[src/rtl/vga_timing.sv]
// VGA raster timing generator: divides CLOCK_50 into a pixel clock, runs the
// raw horizontal/vertical counters from the sync-pulse origin, decodes
// sync/blank and delays them to line up with a pipelined renderer's colour.
// PIPE_DELAY is meant to be within 1..4. The counters are 10 bits wide, so
// H_TOTAL and V_TOTAL must not exceed 1024.
module vga_timing #(
  parameter int H_ACTIVE   = 640,
  parameter int H_FP       = 16,
  parameter int H_SYNC     = 96,
  parameter int H_BP       = 48,
  parameter int V_ACTIVE   = 480,
  parameter int V_FP       = 10,
  parameter int V_SYNC     = 2,
  parameter int V_BP       = 33,
  parameter int PIPE_DELAY = 1
) (
  input  logic        CLOCK_50,
  input  logic        reset,
  output logic        VGA_CLK,
  output logic [9:0]  VGA_X,
  output logic [9:0]  VGA_Y,
  input  logic [7:0]  R_IN,
  input  logic [7:0]  G_IN,
  input  logic [7:0]  B_IN,
  output logic [7:0]  VGA_R,
  output logic [7:0]  VGA_G,
  output logic [7:0]  VGA_B,
  output logic        VGA_HS,
  output logic        VGA_VS,
  output logic        VGA_BLANK_N,
  output logic        VGA_SYNC_N,
  output logic        frame_start,
  output logic [15:0] frame_count
);

  localparam int H_TOTAL = H_SYNC + H_BP + H_ACTIVE + H_FP;
  localparam int V_TOTAL = V_SYNC + V_BP + V_ACTIVE + V_FP;

  localparam logic [9:0] H_LAST      = 10'(H_TOTAL - 1);
  localparam logic [9:0] V_LAST      = 10'(V_TOTAL - 1);
  localparam logic [9:0] H_SYNC_END  = 10'(H_SYNC);
  localparam logic [9:0] V_SYNC_END  = 10'(V_SYNC);
  localparam logic [9:0] H_VIS_START = 10'(H_SYNC + H_BP);
  localparam logic [9:0] H_VIS_END   = 10'(H_SYNC + H_BP + H_ACTIVE);
  localparam logic [9:0] V_VIS_START = 10'(V_SYNC + V_BP);
  localparam logic [9:0] V_VIS_END   = 10'(V_SYNC + V_BP + V_ACTIVE);

  logic                  vga_clk_q, vga_clk_d;
  logic [9:0]            x_q, x_d;
  logic [9:0]            y_q, y_d;
  logic [PIPE_DELAY:0]   hs_pipe_q, hs_pipe_d;
  logic [PIPE_DELAY:0]   vs_pipe_q, vs_pipe_d;
  logic [PIPE_DELAY:0]   blank_pipe_q, blank_pipe_d;
  logic [7:0]            r_q, r_d;
  logic [7:0]            g_q, g_d;
  logic [7:0]            b_q, b_d;
  logic                  frame_start_q, frame_start_d;
  logic [15:0]           frame_count_q, frame_count_d;

  logic ce;
  logic hs_now;
  logic vs_now;
  logic blank_now;

  // The pixel tick is the cycle in which the divided clock is high, so the
  // counters move on VGA_CLK falling edges and are stable at its rising edges.
  assign ce = vga_clk_q;

  assign hs_now    = (x_q < H_SYNC_END);
  assign vs_now    = (y_q < V_SYNC_END);
  assign blank_now = (x_q >= H_VIS_START) && (x_q < H_VIS_END) &&
                     (y_q >= V_VIS_START) && (y_q < V_VIS_END);

  // Pixel clock divider plus the raster counters and the per-frame bookkeeping.
  always_comb begin
    vga_clk_d     = ~vga_clk_q;
    x_d           = x_q;
    y_d           = y_q;
    frame_start_d = 1'b0;
    frame_count_d = frame_count_q;
    if (ce) begin
      if (x_q == H_LAST) begin
        x_d = '0;
        if (y_q == V_LAST) begin
          y_d           = '0;
          frame_start_d = 1'b1;
          frame_count_d = frame_count_q + 16'd1;
        end else begin
          y_d = y_q + 10'd1;
        end
      end else begin
        x_d = x_q + 10'd1;
      end
    end
  end

  // Sync/blank delay line and the colour register gated by the blank state of
  // the same pixel the renderer is currently returning colour for.
  always_comb begin
    hs_pipe_d    = hs_pipe_q;
    vs_pipe_d    = vs_pipe_q;
    blank_pipe_d = blank_pipe_q;
    r_d          = r_q;
    g_d          = g_q;
    b_d          = b_q;
    if (ce) begin
      hs_pipe_d    = {hs_pipe_q[PIPE_DELAY-1:0], hs_now};
      vs_pipe_d    = {vs_pipe_q[PIPE_DELAY-1:0], vs_now};
      blank_pipe_d = {blank_pipe_q[PIPE_DELAY-1:0], blank_now};
      if (blank_pipe_q[PIPE_DELAY-1]) begin
        r_d = R_IN;
        g_d = G_IN;
        b_d = B_IN;
      end else begin
        r_d = 8'd0;
        g_d = 8'd0;
        b_d = 8'd0;
      end
    end
  end

  // State registers, cleared immediately when reset is pulled low.
  always_ff @(posedge CLOCK_50 or negedge reset) begin
    if (!reset) begin
      vga_clk_q     <= 1'b0;
      x_q           <= '0;
      y_q           <= '0;
      hs_pipe_q     <= '0;
      vs_pipe_q     <= '0;
      blank_pipe_q  <= '0;
      r_q           <= 8'd0;
      g_q           <= 8'd0;
      b_q           <= 8'd0;
      frame_start_q <= 1'b0;
      frame_count_q <= 16'd0;
    end else begin
      vga_clk_q     <= vga_clk_d;
      x_q           <= x_d;
      y_q           <= y_d;
      hs_pipe_q     <= hs_pipe_d;
      vs_pipe_q     <= vs_pipe_d;
      blank_pipe_q  <= blank_pipe_d;
      r_q           <= r_d;
      g_q           <= g_d;
      b_q           <= b_d;
      frame_start_q <= frame_start_d;
      frame_count_q <= frame_count_d;
    end
  end

  assign VGA_CLK     = vga_clk_q;
  assign VGA_X       = x_q;
  assign VGA_Y       = y_q;
  assign VGA_HS      = ~hs_pipe_q[PIPE_DELAY];
  assign VGA_VS      = ~vs_pipe_q[PIPE_DELAY];
  assign VGA_BLANK_N = blank_pipe_q[PIPE_DELAY];
  assign VGA_SYNC_N  = 1'b0;
  assign VGA_R       = r_q;
  assign VGA_G       = g_q;
  assign VGA_B       = b_q;
  assign frame_start = frame_start_q;
  assign frame_count = frame_count_q;

endmodule

[config.mk]
export PLATFORM = sky130hd
export DESIGN_NAME = vga_timing
export DESIGN_NICKNAME = d
export VERILOG_FILES = /design/src/rtl/vga_timing.sv
export SDC_FILE = /design/constraint.sdc
export NUM_CORES = 1
export LEC_CHECK = 0
export BUFFER_PORTS_ARGS = -buffer_cell sky130_fd_sc_hd__buf_2
export CAP_MARGIN = 20
export CORE_AREA = 2 2 90 92
export CTS_CLUSTER_SIZE = 28
export DETAILED_ROUTE_END_ITERATION = 7
export DIE_AREA = 0 0 92 94
export PLACE_DENSITY = 0.66
export SYNTH_ARGS = -nofsm -noshare
export SYNTH_HDL_FRONTEND = slang
export SYNTH_SLANG_ARGS = --single-unit
export TNS_END_PERCENT = 100
[constraint.sdc]
create_clock -name CLOCK_50 -period 4.15 [get_ports CLOCK_50]
set_input_delay 0.6225 -clock CLOCK_50 [delete_from_list [all_inputs] [get_ports CLOCK_50]]
set_output_delay 0.6225 -clock CLOCK_50 [all_outputs]
set_load 0.02 [all_outputs]
==> summary.md <==
| Metric | Value |
|---|---|
| Period utilisation layout | 0.6172 |
| DIE HEIGHT | 94 um |
| CTS max path bufs | 2 |
| Worst EP arrival | 2770 ps |
| Root buffer cell | clkbuf_8 |
| Post-Syn Instances | 318 |
| DR WL/cell | about 14 um |
| Max layer used | met4 |
| Status | finished clean |
| First-pass iteration count of the detailed router | 4 |
| Core area | 7607 um^2 |
| Worst vdd ir | 0.1344 mV |
| Worst-path clk slew | 70 ps |
| CP endpoint kind | flop |
| CP max stage cell | or4b_4 |
| Most frequent cell after synthesis | dfrtp_1 |
| Post-DP HPWL | 4888 um |
| Vias in the first global route | 2317 |
| Synth area leader | dfrtp_1 |
| CTS tree | done |
| CP required | roughly 4400 ps |
| RSZ-0062 raised after global routing | no |
| Critical path class | flop to flop |
| Fmax | 390.4 MHz |
| Post-synth EDFFs | 0 |
| Ys async rst share | 1.000 |
| Worst min path class | primary input to async pin |
| First-pass GRT wire length | 11210 um |
| Row count | 32 |
| Layout cell share with drive strength beyond 1 | 0.2864 |
| Finished Layout Cells | between 500 and 600 |
| Buffers on Ports | 90 |
| I/O pin total | 92 |
| Area growth syn-to-layout | 21.97% |
| YS warnings | 0 |
| Post-synthesis sequential area ratio | 0.5393 |
| Nets | 433 |
| Synth Net Count | roughly 350 |
| Area contributors post-synth | dfrtp_1, nand3_1, o21ai_0, xnor2_1, inv_1 |
| Setup Fix Bufs, Post-CTS | 0 |
| # clock sinks | 68 |
| Pwr Density | roughly 300 nW/um^2 |
| Max Cap Viol | 0 |
| Skew-Pair Late Insertion Delay | 330 ps |
| Fin Clk Skew | 7.270 ps |
| DRT met1 WL | approximately 3400 um |
| P_leak | 0.001947 uW |
| Inst Count DP | 493 |
| Worst-Margin Slew | 912.6 ps |
| Wire length on met2 | about 3000 um |
| GPL Wtd Cong | 0.8265 |
| Worst setup SP type | flop |
| Critical path, cell by cell | nor4bb_1 > nand4_1 > or4b_4 > xnor2_2 |
| Via count | 2586 |
| Total GRT Usage | 0.1630 |
| WL final | about 6900 um |
| Crit path max-delay family | simple AND/OR/NAND/NOR gates |
| Pin count of the biggest net entering global routing | 63 |
| Average size of a mapped cell | 9.923 um^2 |
| Max-slew violation total from the final report | 0 |
| Met3 WL | 412 um |
| Initial antenna violation count | 0 |
| Number of synthesized register bits | 68 |
| Starting DRT DRC Count | 97 |
| Detail Route Antenna Nets | 0 |
| DIE WIDTH | 92 um |
| DR vias/cell | slightly above 5 |
| Initial Utilization | 0.4148 |
| Worst path max stage delay | 700 ps |
| Setup-failing EPs final | 0 |
| Post-CTS Resized | 0 |
| Antenna fix cells | 0 |
| Mapped cell area | 3156 um^2 |
| Area of the die | 8648 um^2 |
| Residual DRC | 0 |
| H-tree Lvls | 3 |
| Hold buffers post-CTS | 0 |
| Synth cell count leaders | dfrtp_1, nand3_1, inv_1 |
| Synth unique cells | 42 |
| CTS buffer count | 9 |
| Max-Slew Margin vs Limit | 0.3916 |
| Ys flop type | dfrtp_1 |
| Final min period | 2561 ps |
| Top-area cell type share of the netlist area | 0.5393 |
| Final setup TNS | 0 ps |
| Worst-path maximum fanout | 13 |
| GRT overflow | 0 |
| Final hold viol count | 0 |
| CP bufs+invs | 0 |
[sequential cells by signal, indices dropped and copies added (netlist names)]
register,flops
VGA_B,8
VGA_CLK,1
VGA_G,8
VGA_R,8
VGA_X,10
VGA_Y,10
blank_pipe_q,2
frame_count,16
frame_start,1
hs_pipe_q,2
vs_pipe_q,2
[layer usage]
layer  vias up  global-route usage
li1       1268                   -
met1      1214              0.2306
met2        90              0.2457
met3        14             0.03531
met4         0             0.06343
met5         -                   0
[path summary, 6_finish.rpt]
kind / from / slack [ps] / cells past startpoint / end
max: VGA_X[6] / 1590 / 4 / frame_count[13]
min: reset / 420 / 1 / frame_count[15]
max reg2reg: VGA_X[6] / 1590 / 4 / frame_count[13]
min reg2reg: hs_pipe_q[0] / 490 / 2 / hs_pipe_q[1]
max in group asynchronous: reset / 2750 / 3 / VGA_R[3]
min in group CLOCK_50: hs_pipe_q[0] / 490 / 2 / hs_pipe_q[1]
[power breakdown]
group	switching (uW)	leakage, uW	internal (uW)
Clock	233	0.0000941	257
Combinational	16.7	0.000938	9.44
Sequential	0	0.000915	663
Total	250	0.00195	929
[worst reg2reg max path, cell delays in order, from the launching register on]
cell,delay [ps]
dfrtp_1,460
nor4bb_1,590
nand4_1,550
or4b_4,710
xnor2_2,140
[logic make-up (layout without fill, tap and decap cells)]
logic type	after synthesis	in the layout	synth area share
flip-flops	68	68	0.5393
AO/OA/AOI/OAI	49	49	0.09160
buffers and inverters	56	143	0.07058
XOR/XNOR	26	26	0.07692
AND/OR/NAND/NOR	110	110	0.1903
multiplexers	3	3	0.01031
other	1	1	0.001188
adder cells (fa/ha/maj)	5	5	0.01983
[layout make-up]
cell class | instances | area, um^2
Tap cell | 102 | 127.6
Clock inverter | 2 | 10.01
Multi-Input combinational cell | 194 | 1231
Inverter | 35 | 131.4
Sequential cell | 68 | 1703
Clock buffer | 12 | 165.2
Timing Repair Buffer | 94 | 480.5
Fill cell | 702 | 3759
[metrics by stage]
stage	cell area (um^2)	total power [uW]	setup slack [ps]	hold slack, ps	utilization
floorplan	3156	676.9	1753	326.9	-
global placement	3674	702.7	1751	476.6	0.4829
detailed placement	3674	702.5	1633	478.7	0.4829
CTS	3849	1193	1624	450.1	0.5059
global route	3849	1224	1441	486.1	0.5059
finish	3849	1179	1589	418.9	0.5059
[layout by cell type (no fill, tap or decap), types with 2 or more instances in the layout]
| cell | netlist | layout |
|---|---|---|
| buf_2 | 1 | 90 |
| dfrtp_1 | 68 | 67 |
| nand3_1 | 41 | 41 |
| inv_1 | 35 | 35 |
| o21ai_0 | 33 | 33 |
| xnor2_1 | 17 | 17 |
| nand2_1 | 14 | 14 |
| nand4_1 | 12 | 12 |
| clkbuf_8 | 0 | 12 |
| nor2_1 | 11 | 11 |
| xor2_1 | 7 | 7 |
| nor3_1 | 7 | 7 |
| nor4_1 | 6 | 6 |
| ha_1 | 5 | 5 |
| and3_1 | 4 | 4 |
| a21oi_1 | 4 | 4 |
| buf_4 | 1 | 4 |
| and4_1 | 3 | 3 |
| or4_1 | 3 | 3 |
| or3_1 | 2 | 2 |
| or4_4 | 2 | 2 |
| a22o_1 | 2 | 2 |
| o41a_1 | 2 | 2 |
| xnor2_2 | 2 | 2 |
| mux2_2 | 2 | 2 |
| clkinv_2 | 0 | 2 |
No activity file was read; power rests on OpenSTA's default activity.
